**src/rtl/memprep_lsu_if.sv**
```systemverilog
// Data-bus interface between the MEMPREP load/store unit and the data memory.
interface memprep_lsu_if;
    logic        mem_req;
    logic        mem_we;
    logic [31:0] mem_addr;
    logic [31:0] mem_wdata;
    logic [3:0]  mem_wstrb;
    logic        mem_gnt;
    logic        mem_rvalid;
    logic [31:0] mem_rdata;

    modport master (
        output mem_req, mem_we, mem_addr, mem_wdata, mem_wstrb,
        input  mem_gnt, mem_rvalid, mem_rdata
    );

    modport slave (
        input  mem_req, mem_we, mem_addr, mem_wdata, mem_wstrb,
        output mem_gnt, mem_rvalid, mem_rdata
    );
endinterface

```
**src/rtl/memprep_lsu.sv**
```systemverilog
// MEMPREP stage load/store unit: issues data-bus requests, stalls the pipe
// until the response, and registers the writeback payload.
module memprep_lsu (
    input  logic                 clk,
    input  logic                 rst,
    input  logic                 invalid_MEMPREP,
    input  logic                 regfile_we_MEMPREP,
    input  logic                 lsu_we_MEMPREP,
    input  logic                 lsu_sign_extend_MEMPREP,
    input  logic [3:0]           rd_MEMPREP,
    input  logic [1:0]           rd_data_sel_MEMPREP,
    input  logic [1:0]           data_width_MEMPREP,
    input  logic [31:0]          pc4_MEMPREP,
    input  logic [31:0]          alu_result_MEMPREP,
    input  logic [31:0]          rs2_data_MEMPREP,
    memprep_lsu_if.master        mem,
    output logic                 stall_MEMPREP,
    output logic                 misaligned_MEMPREP,
    output logic [3:0]           rd_WB,
    output logic                 regfile_we_WB,
    output logic [31:0]          rd_data_WB
);
    localparam int unsigned XLEN = 32;
    localparam int unsigned RW   = 4;

    typedef enum logic [1:0] {IDLE, REQ, RSP} state_e;

    state_e          state_q, state_d;
    logic [RW-1:0]   rd_wb_q, rd_wb_d;
    logic            we_wb_q, we_wb_d;
    logic [XLEN-1:0] data_wb_q, data_wb_d;

    logic            access_c, misaligned_c, aligned_c, req_c, stall_c;
    logic [1:0]      off_c;
    logic [7:0]      lane_b_c;
    logic [15:0]     lane_h_c;
    logic [XLEN-1:0] load_c;

    // Access decode and alignment check; width 11 behaves as word.
    always_comb begin
        off_c    = alu_result_MEMPREP[1:0];
        access_c = !invalid_MEMPREP && (lsu_we_MEMPREP || rd_data_sel_MEMPREP == 2'b01);
        unique case (data_width_MEMPREP)
            2'b00:   misaligned_c = 1'b0;
            2'b01:   misaligned_c = access_c && off_c[0];
            default: misaligned_c = access_c && (off_c != 2'b00);
        endcase
        aligned_c = access_c && !misaligned_c;
    end

    always_comb begin
        state_d = state_q;
        req_c   = 1'b0;
        unique case (state_q)
            IDLE: begin
                if (aligned_c) begin
                    req_c   = 1'b1;
                    state_d = mem.mem_gnt ? RSP : REQ;
                end
            end
            REQ: begin
                req_c = 1'b1;
                if (mem.mem_gnt) state_d = RSP;
            end
            RSP: begin
                if (mem.mem_rvalid) state_d = IDLE;
            end
            default: state_d = IDLE;
        endcase
    end

    // Bus-facing and stall outputs are combinational; reset forces them low at once.
    always_comb begin
        stall_c            = aligned_c && !(state_q == RSP && mem.mem_rvalid);
        mem.mem_req        = req_c && !rst;
        stall_MEMPREP      = stall_c && !rst;
        misaligned_MEMPREP = misaligned_c && !rst;
        mem.mem_addr       = {alu_result_MEMPREP[31:2], 2'b00};
        mem.mem_we         = lsu_we_MEMPREP;
        unique case (data_width_MEMPREP)
            2'b00: begin
                mem.mem_wdata = {4{rs2_data_MEMPREP[7:0]}};
                mem.mem_wstrb = 4'(4'b0001 << off_c);
            end
            2'b01: begin
                mem.mem_wdata = {2{rs2_data_MEMPREP[15:0]}};
                mem.mem_wstrb = 4'(4'b0011 << off_c);
            end
            default: begin
                mem.mem_wdata = rs2_data_MEMPREP;
                mem.mem_wstrb = 4'b1111;
            end
        endcase
        if (!lsu_we_MEMPREP) mem.mem_wstrb = 4'b0000;
    end

    // Load lane extraction from the response word.
    always_comb begin
        lane_b_c = 8'(mem.mem_rdata >> {off_c, 3'b000});
        lane_h_c = 16'(mem.mem_rdata >> {off_c[1], 4'b0000});
        unique case (data_width_MEMPREP)
            2'b00:   load_c = lsu_sign_extend_MEMPREP ? {{24{lane_b_c[7]}}, lane_b_c}
                                                      : {24'b0, lane_b_c};
            2'b01:   load_c = lsu_sign_extend_MEMPREP ? {{16{lane_h_c[15]}}, lane_h_c}
                                                      : {16'b0, lane_h_c};
            default: load_c = mem.mem_rdata;
        endcase
    end

    always_comb begin
        rd_wb_d = rd_MEMPREP;
        we_wb_d = regfile_we_MEMPREP && !invalid_MEMPREP && !stall_c && !misaligned_c;
        unique case (rd_data_sel_MEMPREP)
            2'b01:   data_wb_d = load_c;
            2'b10:   data_wb_d = pc4_MEMPREP;
            default: data_wb_d = alu_result_MEMPREP;
        endcase
    end

    always_ff @(posedge clk or posedge rst) begin
        if (rst) begin
            state_q   <= IDLE;
            rd_wb_q   <= '0;
            we_wb_q   <= 1'b0;
            data_wb_q <= '0;
        end else begin
            state_q   <= state_d;
            rd_wb_q   <= rd_wb_d;
            we_wb_q   <= we_wb_d;
            data_wb_q <= data_wb_d;
        end
    end

    assign rd_WB         = rd_wb_q;
    assign regfile_we_WB = we_wb_q;
    assign rd_data_WB    = data_wb_q;
endmodule

```
**src/flat_wrapper.sv**
```systemverilog
// flat-port wrapper written by rule: the top's interface ports become plain ports
module memprep_lsu_flat 
  (clk, rst, invalid_MEMPREP, regfile_we_MEMPREP, lsu_we_MEMPREP, lsu_sign_extend_MEMPREP, rd_MEMPREP, rd_data_sel_MEMPREP, data_width_MEMPREP, pc4_MEMPREP, alu_result_MEMPREP, rs2_data_MEMPREP, stall_MEMPREP, misaligned_MEMPREP, rd_WB, regfile_we_WB, rd_data_WB, mem_mem_req, mem_mem_we, mem_mem_addr, mem_mem_wdata, mem_mem_wstrb, mem_mem_gnt, mem_mem_rvalid, mem_mem_rdata);
  memprep_lsu_if mem_i ();
  input  logic clk;
  input  logic rst;
  input  logic invalid_MEMPREP;
  input  logic regfile_we_MEMPREP;
  input  logic lsu_we_MEMPREP;
  input  logic lsu_sign_extend_MEMPREP;
  input  logic [3:0] rd_MEMPREP;
  input  logic [1:0] rd_data_sel_MEMPREP;
  input  logic [1:0] data_width_MEMPREP;
  input  logic [31:0] pc4_MEMPREP;
  input  logic [31:0] alu_result_MEMPREP;
  input  logic [31:0] rs2_data_MEMPREP;
  output logic stall_MEMPREP;
  output logic misaligned_MEMPREP;
  output logic [3:0] rd_WB;
  output logic regfile_we_WB;
  output logic [31:0] rd_data_WB;
  output wire logic [$bits(mem_i.mem_req)-1:0] mem_mem_req;
  output wire logic [$bits(mem_i.mem_we)-1:0] mem_mem_we;
  output wire logic [$bits(mem_i.mem_addr)-1:0] mem_mem_addr;
  output wire logic [$bits(mem_i.mem_wdata)-1:0] mem_mem_wdata;
  output wire logic [$bits(mem_i.mem_wstrb)-1:0] mem_mem_wstrb;
  input wire logic [$bits(mem_i.mem_gnt)-1:0] mem_mem_gnt;
  input wire logic [$bits(mem_i.mem_rvalid)-1:0] mem_mem_rvalid;
  input wire logic [$bits(mem_i.mem_rdata)-1:0] mem_mem_rdata;
  assign mem_mem_req = mem_i.mem_req;
  assign mem_mem_we = mem_i.mem_we;
  assign mem_mem_addr = mem_i.mem_addr;
  assign mem_mem_wdata = mem_i.mem_wdata;
  assign mem_mem_wstrb = mem_i.mem_wstrb;
  assign mem_i.mem_gnt = mem_mem_gnt;
  assign mem_i.mem_rvalid = mem_mem_rvalid;
  assign mem_i.mem_rdata = mem_mem_rdata;
  memprep_lsu u_core (.clk(clk), .rst(rst), .invalid_MEMPREP(invalid_MEMPREP), .regfile_we_MEMPREP(regfile_we_MEMPREP), .lsu_we_MEMPREP(lsu_we_MEMPREP), .lsu_sign_extend_MEMPREP(lsu_sign_extend_MEMPREP), .rd_MEMPREP(rd_MEMPREP), .rd_data_sel_MEMPREP(rd_data_sel_MEMPREP), .data_width_MEMPREP(data_width_MEMPREP), .pc4_MEMPREP(pc4_MEMPREP), .alu_result_MEMPREP(alu_result_MEMPREP), .rs2_data_MEMPREP(rs2_data_MEMPREP), .mem(mem_i), .stall_MEMPREP(stall_MEMPREP), .misaligned_MEMPREP(misaligned_MEMPREP), .rd_WB(rd_WB), .regfile_we_WB(regfile_we_WB), .rd_data_WB(rd_data_WB));
endmodule
```
**config.mk**
```make
export PLATFORM = sky130hd
export DESIGN_NAME = memprep_lsu_flat
export DESIGN_NICKNAME = d
export VERILOG_FILES = /design/src/rtl/memprep_lsu_if.sv /design/src/rtl/memprep_lsu.sv /design/src/flat_wrapper.sv
export SDC_FILE = /design/constraint.sdc
export NUM_CORES = 1
export LEC_CHECK = 0
export BUFFER_PORTS_ARGS = -buffer_cell sky130_fd_sc_hd__buf_2
export CORE_AREA = 2 2 98 100
export CTS_CLUSTER_SIZE = 25
export DETAILED_ROUTE_END_ITERATION = 8
export DIE_AREA = 0 0 100 102
export PLACE_DENSITY = 0.72
export SLEW_MARGIN = 20
export SYNTH_ARGS = -nofsm -noshare
export SYNTH_HDL_FRONTEND = slang
export SYNTH_SLANG_ARGS = --single-unit
```
**constraint.sdc**
```tcl
create_clock -name clk -period 0.9 [get_ports clk]
set_input_delay 0 -clock clk [delete_from_list [all_inputs] [get_ports clk]]
set_output_delay 0 -clock clk [all_outputs]
set_load 0.01 [all_outputs]
```
* Yosys cells after proc, flatten, opt, wreduce, memory -nomap -nowiden
Index checks and enable logic that the tools add are counted.
Storage, ports and cells: input bits 144, logic and storage cells 53, output and inout bits 109, register bits after elaboration 39
Operators by class: multiplexer cells 15, equality and inequality tests 8, shift-type cells 4, reduce and logical (&&, ||, !) cells 22
Operator list (count):
- one-hot mux 32 bit (2 select lines) | 3
- 2-to-1 mux 32 bit | 2
- right shift 32 x 5 -> 16 bit | 1
- right shift 32 x 5 -> 8 bit | 1
- logical AND 1 bit | 12
- 2-to-1 mux 2 bit | 4
- one-hot mux 4 bit (2 select lines) | 1
- == test 2 x 1 -> 1 bit, second input constant | 3
- one-hot mux 2 bit (3 select lines) | 1
- logical NOT 1 bit | 5
- == test 2 bit, second input constant | 2
- logical NOT 2 bit | 2
- 2-to-1 mux 4 bit | 1
- inequality test 2 bit, second input constant | 2
- one-hot mux 1 bit (2 select lines) | 2
- left shift 1 x 2 -> 4 bit, first input constant | 1
- left shift 2 x 2 -> 4 bit, first input constant | 1
- AND reduction 3 bit | 1
- inequality test 2 x 1 -> 1 bit, second input constant | 1
- nonzero test 2 bit | 1
- logical OR 1 bit | 1
- 2-to-1 mux 1 bit | 1

* Longest topological paths before layout
Gate-level depths: netlist of run 1.
depth in word-level cells 11, depth in mapped cells 8, depth with buffers taken out 6

* Worst setup path after synthesis of run 1
Ideal clock, no wire load.
kind input -> register, start point input rd_data_sel_MEMPREP[0], end point register u_core.data_wb_q[21], in the netlist u_core.rd_data_WB[21], stages 8, buffers on the path 2, setup slack -703 ps, data required time 813 ps, setup time 87 ps, data arrival time 1516 ps, cells stage by stage inv_1 ha_1 nand2b_1 clkbuf_1 a2111oi_0 o21ai_2 buf_2 o211ai_1
On the way: longest elaborated chain between the ends 2, elaborated cells on any way between the ends 3, those cells by class eq/ne (2); mux (1)
Ends and longest elaborated chain:
- from (decl) | line flat_wrapper.sv:12 | input logic [1:0] rd_data_sel_MEMPREP;
- == test 2 bit / == test 2 x 1 -> 1 bit (equally long branches) | line memprep_lsu.sv:113 | unique case (rd_data_sel_MEMPREP)
- one-hot mux 32 bit (2 select lines) (*) | line memprep_lsu.sv:113
- via u_core.data_wb_d[21] | line memprep_lsu.sv:31 | logic [XLEN-1:0] data_wb_q, data_wb_d;
- to (signal assigned) | line memprep_lsu.sv:130 | data_wb_q <= data_wb_d;
- to (decl) | line memprep_lsu.sv:31
Mark *: on every way through the listed nets, which the timed path passes. The rest lies on a longest branch. A chain may end at the register's enable or synchronous reset.

* Worst setup path after layout of run 1
start point input alu_result_MEMPREP[1], end point output stall_MEMPREP
On the way: longest elaborated chain between the ends 7
Ends and longest elaborated chain:
- from (decl) | line flat_wrapper.sv:15 | input logic [31:0] alu_result_MEMPREP;
- nonzero test 2 bit | line memprep_lsu.sv:46 | default: misaligned_c = access_c && (off_c != 2'b00);
- logical AND 1 bit | line memprep_lsu.sv:46
- one-hot mux 1 bit (2 select lines) | line memprep_lsu.sv:43 | unique case (data_width_MEMPREP)
- logical NOT 1 bit | line memprep_lsu.sv:48 | aligned_c = access_c && !misaligned_c;
- logical AND 1 bit | line memprep_lsu.sv:48
- logical AND 1 bit | line memprep_lsu.sv:74 | stall_c = aligned_c && !(state_q == RSP && mem.mem_rvalid);
- logical AND 1 bit | line memprep_lsu.sv:76 | stall_MEMPREP = stall_c && !rst;
- to (decl) | line flat_wrapper.sv:17 | output logic stall_MEMPREP;
No other way between the ends.

==> results.yml, run 1 <==
placement:
  place_inst: 692
  routabilityCongestion: 0.812
  dp_hpwl_mm: 10.3
  placed_area_um2: 4490
  pre_cts_ws_ns: -0.452
  io_buffers: 250
synthesis:
  syn_avg_cell_area_um2: 8.69
  ys_seq_elements: 39
  synth.distinct_cells: 41
  synth_edf_count: 0
  ys_seq_area_share_pct: 32.1
  syn-cell-area_um2: 3040
  yosys_warnings: 0
  async_reset_ff_share_pct: 100
  ys.flop_type: "dfrtp_1"
  syn_inst: 350
detailed_routing:
  wl_mm: 14.6
  viasPerCell: 5.27
  firstDrtPassIters: 4
  drc: 0
  initialDrtViolationCount: 252
  vias: 4029
  wl_per_cell_um: 19.2
  ant_nets: 0
grt:
  grt.total_usage_pct: 26.0
  grt_pass1_wl_mm: 20.5
  grt_overflow: 0
  antenna_found_initial: 1
  grt_pass1_vias: 3954
  grt_max_degree: 40
timing:
  rsz0062_at_grt: "true"
  fin_crit_sh_pct: 124
  clock.fmax_ghz: 0.893
  holdWs_ns: -0.00188
  fin_ws_ns: -0.220
  fin_crit_ns: 1.12
  hold_viol: 1
  drv_slew: 0
  setup_violations: 53
  skew_ns: 0.000619
power:
  comb_power_share_pct: 42.3
  sw_frac_of_total_pct: 31.3
  intPower_mw: 4.46
  pwr-share-seq_pct: 30.6
  clkPwrFrac_pct: 27.1
  p_per_area_nw_per_um2: 1130
  vdd_drop_max_mv: 0.550
  leakagePower_nw: 2.92
  p_sw_mw: 2.03
run:
  drv_cap: 0
clock_tree:
  cts_root_buf: "clkbuf_8"
  worstSkewPairLatency_ns: 0.30
  numCtsBuffers: 5
  clk_pin_slew_ns: 0.08
  cts_tree: "built"
  h-tree-depth: 2
  clock_sinks: 39
  clk_path_buf_depth: 2
die:
  start_util_pct: 33.4
  core_area_um2: 9110
  dieHeight_um: 102
  die_w_um: 100
  die_area_um2: 10200
  io_pins: 253
  num_rows: 35
worst_setup_path:
  worstPathMaxFanout: 5
  r2r_slack_ns: -0.13
  worstSetupPathType: "in -> out"
  worstPathRequired_ns: 0.90
  critPathCaptureType: "output port"
  rr_endpoint: "u_core.regfile_we_WB$_DFF_PP0_"
  arrival_ns: 1.12
  r2r-start: "u_core.state_q[1]$_DFFE_PP0P_"
  critPathLaunchType: "input port"
  rr_worst_depth: 5
layout:
  layout_common_cells: "229 x buf_2, 57 x nand2_1, 51 x buf_4"
  area_growth_pct: 88.9
  finalNonFillerCells: 764
  final_common_cell: "buf_2"
  drive_gt1_share_pct: 60.9
  layout.nets: 798
  n_fill_cell: 719
  post-route-cell-area_um2: 5750
  antenna_cells: 0
hold_path:
  hold_path_depth: 3
  worstHoldStart: "pc4_MEMPREP[0]"
  hold_path.class: "in -> reg"
  hold_path_end: "u_core.rd_data_WB[0]$_DFF_PP0_"
run_status:
  status: "complete, but fails checks"
  failed_checks: "negative hold slack, negative setup slack"
[synthesized netlist by cell type (3+ instances only)]
master    number  area (um^2)
a211o_1        6         52.6
inv_1         10         37.5
a21oi_1       10         50.1
nor2_1         9         33.8
buf_1          3         11.3
a21o_1         9         67.6
nand2b_1       3         18.8
o21a_1         3         22.5
buf_2          4         20.0
mux2i_1        9         90.1
buf_4         41          308
clkbuf_1      20         75.1
o21ai_0       16         80.1
a22oi_1       16          120
a221oi_2       8          120
nor2b_1       10         62.6
mux2_2        16          180
o211ai_1      16          120
o221ai_1      15          131
nand2_1       57          214
dfrtp_1       39          976
nand3b_1       6         45.0
[worst max-delay path: stages]
cell     delay [ns]
buf_12         0.11
buf_6          0.11
or2_4          0.26
buf_4          0.15
nand2_1        0.13
nand2_1        0.09
a21oi_1        0.12
buf_2          0.15
[layer usage]
metal	vias to the layer above	routed length, um	global-route usage [%]
li1	1828	-	-
met1	1888	5300	28.7
met2	258	7630	50.4
met3	53	1110	4.92
met4	2	582	8.11
met5	-	13	0
[kinds of logic (layout without fill, tap and decap cells)]
group | Yosys count | count (layout) | synth area share, %
muxes | 26 | 26 | 9.62
adders and majority gates | 2 | 2 | 0.822
and+or+nand+nor | 91 | 91 | 13.5
buffers and inverters | 80 | 382 | 15.6
other | 1 | 2 | 0.123
DFF | 39 | 39 | 32.1
AOI/OAI and AO/OA | 111 | 111 | 28.3
[area by class of cell]
type | count | area (um^2) | share of cell area [%]
repair buffers | 364 | 2550 | 44.4
clock buffers | 6 | 72.6 | 1.26
flip-flops and latches | 39 | 976 | 17.0
multi-input cells | 232 | 1910 | 33.2
well taps | 111 | 139 | 2.42
inverters | 10 | 40.0 | 0.697
clock inverters | 2 | 60.1 | 1.05
[power groups by stage]
stage	Combinational [mW]	Sequential [mW]	Clock, mW
floorplan	1.05	2.11	0
global placement	2.09	2.01	0
detailed placement	2.13	2.01	0
CTS	2.49	1.98	1.81
global route	2.93	2.00	1.87
finish	2.75	1.99	1.76
[timing repair]
action / in CTS / in global routing
endpoints found under the hold margin: 76 / 0
gates resized for setup: 65 / 58
hold buffers: 43 / 0
pin swaps: 13 / 19
setup endpoints to repair: 65 / 56
gates cloned: 0 / 3
setup buffers: 11 / 10
[state kept, by name (all words and copies together), names as in the netlist]
register / cells
u_core.rd_data_WB: 32
u_core.rd_WB: 4
u_core.state_q: 2
u_core.regfile_we_WB: 1
[how the worst max path moves through the flow]
stage,from,endpoint,slack [ns],depth (start not counted)
detailed placement,alu_result_MEMPREP[0],u_core.rd_data_WB[14]$_DFF_PP0_,-0.45,5
CTS,u_core.state_q[0]$_DFFE_PP0P_,mem_mem_req,-0.15,3
finish,alu_result_MEMPREP[1],stall_MEMPREP,-0.22,8
global placement,alu_result_MEMPREP[0],u_core.rd_data_WB[19]$_DFF_PP0_,-0.40,6
floorplan,alu_result_MEMPREP[0],u_core.rd_data_WB[10]$_DFF_PP0_,-0.41,6
global route,alu_result_MEMPREP[1],stall_MEMPREP,-0.27,8
[metrics by stage]
stage	setup TNS (ns)	total power [mW]	util, %
finish	-4.40	6.50	63.1
global route	-5.48	6.81	63.1
CTS	-2.46	6.28	59.2
detailed placement	-19.16	4.14	49.3
global placement	-17.60	4.10	49.3
floorplan	-9.83	3.16	-
Power figures use the tool's default switching activity.
==> run 2: changes to the inputs <==
--- a/config.mk
+++ b/config.mk
@@ -5,12 +5,13 @@
 export SDC_FILE = /design/constraint.sdc
 export NUM_CORES = 1
 export LEC_CHECK = 0
+export ABC_AREA = 1
 export BUFFER_PORTS_ARGS = -buffer_cell sky130_fd_sc_hd__buf_2
-export CORE_AREA = 2 2 98 100
+export CORE_AREA = 2 2 97 99
 export CTS_CLUSTER_SIZE = 25
 export DETAILED_ROUTE_END_ITERATION = 8
-export DIE_AREA = 0 0 100 102
-export PLACE_DENSITY = 0.72
+export DIE_AREA = 0 0 99 101
+export PLACE_DENSITY = 0.75
 export SLEW_MARGIN = 20
 export SYNTH_ARGS = -nofsm -noshare
 export SYNTH_HDL_FRONTEND = slang
==> run 2 against run 1 <==
Effect of this change: the flow still finishes with violations (negative hold slack, negative setup slack); die area down 2.0%; sequential cell count unchanged; synthesized cell count grew 43%; synthesized area up 4.3%; critical path type is now reg -> out; sequential share of layout area fell by 0.25 points.
==> results.yml, run 2 <==
synthesis:
  syn_inst: 499
  synth_most_common_cell: "nand2_1"
  syn-cell-area_um2: 3170
  synthTopCellsByCount: "145 x nand2_1, 66 x a21oi_1, 59 x nor2_1"
  ys_top_cells_by_area: "dfrtp_1 31%, nand2_1 17%, a21oi_1 10%, buf_4 9.9%, nor2_1 7.0%"
  yosys.area.top_type: "dfrtp_1"
  synth.distinct_cells: 28
  ys_seq_elements: 39
  ys.flop_type: "dfrtp_1"
  async_reset_ff_share_pct: 100
  synth_top_cell_area_share_pct: 30.8
  synth_edf_count: 0
  syn_avg_cell_area_um2: 6.36
  yosys_warnings: 0
  ys_seq_area_share_pct: 30.8
power:
  vdd_drop_max_mv: 0.727
  leakagePower_nw: 3.07
  pwr-share-seq_pct: 31.5
  comb_power_share_pct: 49.4
  p_per_area_nw_per_um2: 1140
  clkPwrFrac_pct: 19.1
  power_mw: 6.63
  intPower_mw: 4.09
  sw_frac_of_total_pct: 38.3
  p_sw_mw: 2.54
placement:
  routabilityCongestion: 0.974
  dp_hpwl_mm: 10.5
  placed_area_um2: 4720
  pre_cts_ws_ns: -0.246
  io_buffers: 250
  place_inst: 833
grt:
  grt_overflow: 0
  antenna_found_initial: 3
  grt.total_usage_pct: 26.7
  grt_max_degree: 40
  grt_pass1_vias: 4525
  grt_pass1_wl_mm: 21.2
timing:
  hold_viol: 6
  clock.fmax_ghz: 0.868
  fin_crit_ns: 1.15
  fin_ws_ns: -0.252
  drv_slew: 0
  skew_ns: 0.000256
  fin_crit_sh_pct: 128
  holdWs_ns: -0.0285
  setup_tns_ns: -2.22
  setup_violations: 36
  rsz0062_at_grt: "true"
worst_setup_path:
  critPathLaunchType: "flip-flop"
  worstSetupPathType: "reg -> out"
  critical_path.slowest_cell: "dfrtp_1"
  path_buf_inv: 2
  worstPathMaxFanout: 2
  r2r_slack_ns: -0.17
  crit_family: "flip-flops"
  rr_worst_depth: 5
  critPathCaptureType: "output port"
  arrival_ns: 1.15
  crit_chain: "inv_2 -> nand2_2 -> a21oi_2 -> buf_2"
  path_depth: 4
  worstPathRequired_ns: 0.90
  critPathMaxStageDelay_ns: 0.42
clock_tree:
  clock_sinks: 39
  cts_tree: "built"
  h-tree-depth: 2
  worstSkewPairLatency_ns: 0.29
  numCtsBuffers: 5
  clk_path_buf_depth: 2
  cts_root_buf: "clkbuf_8"
  clk_pin_slew_ns: 0.08
detailed_routing:
  drc: 0
  ant_nets: 0
  viasPerCell: 5.08
  vias: 4589
  wl_met1_mm: 5.37
  wl_per_cell_um: 16.3
  wl_met3_mm: 1.13
  initialDrtViolationCount: 247
  wl_mm: 14.7
  highest_layer: "met5"
  dr_wl_met2_mm: 7.51
  firstDrtPassIters: 5
layout:
  drive_gt1_share_pct: 55.8
  area_growth_pct: 83.8
  n_fill_cell: 746
  multi_input_area_um2: 2080
  layout.nets: 938
  final_common_cell: "buf_2"
  post-route-cell-area_um2: 5830
  finalNonFillerCells: 904
  regArea_um2: 976
  post-route-util_pct: 65.0
  largest_register_ffs: 32
  layout_common_cells: "246 x buf_2, 117 x nand2_1, 55 x a21oi_2"
hold_path:
  hold_path.class: "in -> reg"
  hold_path_depth: 3
run:
  drv_cap: 0
die:
  core_area_um2: 8980
  io_pins: 253
  num_rows: 35
  start_util_pct: 35.3
  die_area_um2: 10000
  dieHeight_um: 101
  die_w_um: 99
run_status:
  status: "complete, but fails checks"
  failed_checks: "negative hold slack, negative setup slack"
[run 2: cells by family (layout without fill, tap and decap cells)]
group,count (synthesis),after routing,share of synthesized area (%)
flip-flops,39,39,30.8
AO/OA/AOI/OAI,111,111,19.6
buffers and inverters,110,401,18.7
adder cells (fa/ha/maj),2,2,0.789
other,1,3,0.118
AND/OR/NAND/NOR,236,237,30.1
[run 2: worst min-delay path: stages]
cell and delay, ns:
buf_2 0.08, a21oi_2 0.05, a21oi_2 0.10
[run 2: cell type report]
cell class | instances | share of cell area, %
multi-input combinational | 352 | 35.7
antenna | 1 | 0.0429
tap | 111 | 2.38
timing repair inverter | 2 | 0.472
sequential | 39 | 16.7
clock buffer | 6 | 1.42
clock inverter | 1 | 0.0858
timing repair buffer | 349 | 39.5
inverter | 43 | 3.65
[run 2: power groups by stage]
stage / Combinational [mW] / Sequential, mW / Clock [mW]
6_report: 3.28 / 2.09 / 1.26
5_1_grt: 3.54 / 2.11 / 1.35
4_1_cts: 2.94 / 2.08 / 1.29
3_5_place_dp: 2.61 / 2.11 / 0
3_3_place_gp: 2.54 / 2.11 / 0
2_1_floorplan: 1.44 / 2.23 / 0
[run 2: worst paths after layout]
check                                              startpoint                         endpoint
worst max-delay path            u_core.state_q[1]$_DFFE_PP0P_                      mem_mem_req
worst min-delay path                          pc4_MEMPREP[14]  u_core.rd_data_WB[14]$_DFF_PP0_
worst max register to register  u_core.state_q[0]$_DFFE_PP0P_    u_core.state_q[0]$_DFFE_PP0P_
worst min register to register  u_core.state_q[1]$_DFFE_PP0P_    u_core.state_q[1]$_DFFE_PP0P_
max in group asynchronous                                 rst   u_core.rd_data_WB[2]$_DFF_PP0_
min in group asynchronous                                 rst  u_core.rd_data_WB[23]$_DFF_PP0_
[run 2: timing repair]
item / 4_1_cts / 5_1_grt
endpoints found under the setup margin: 24 / 48
hold buffers: 45 / 2
pin swaps: 10 / 26
buffers inserted: 7 / 7
endpoints found under the hold margin: 73 / 2
gates resized for setup: 25 / 101
gates cloned: 0 / 3
[run 2: layer usage]
layer | track usage (%) | vias to the layer above
li1 | - | 2133
met1 | 28.8 | 2102
met2 | 49.7 | 286
met3 | 5.20 | 64
met4 | 13.4 | 4
met5 | 0 | -
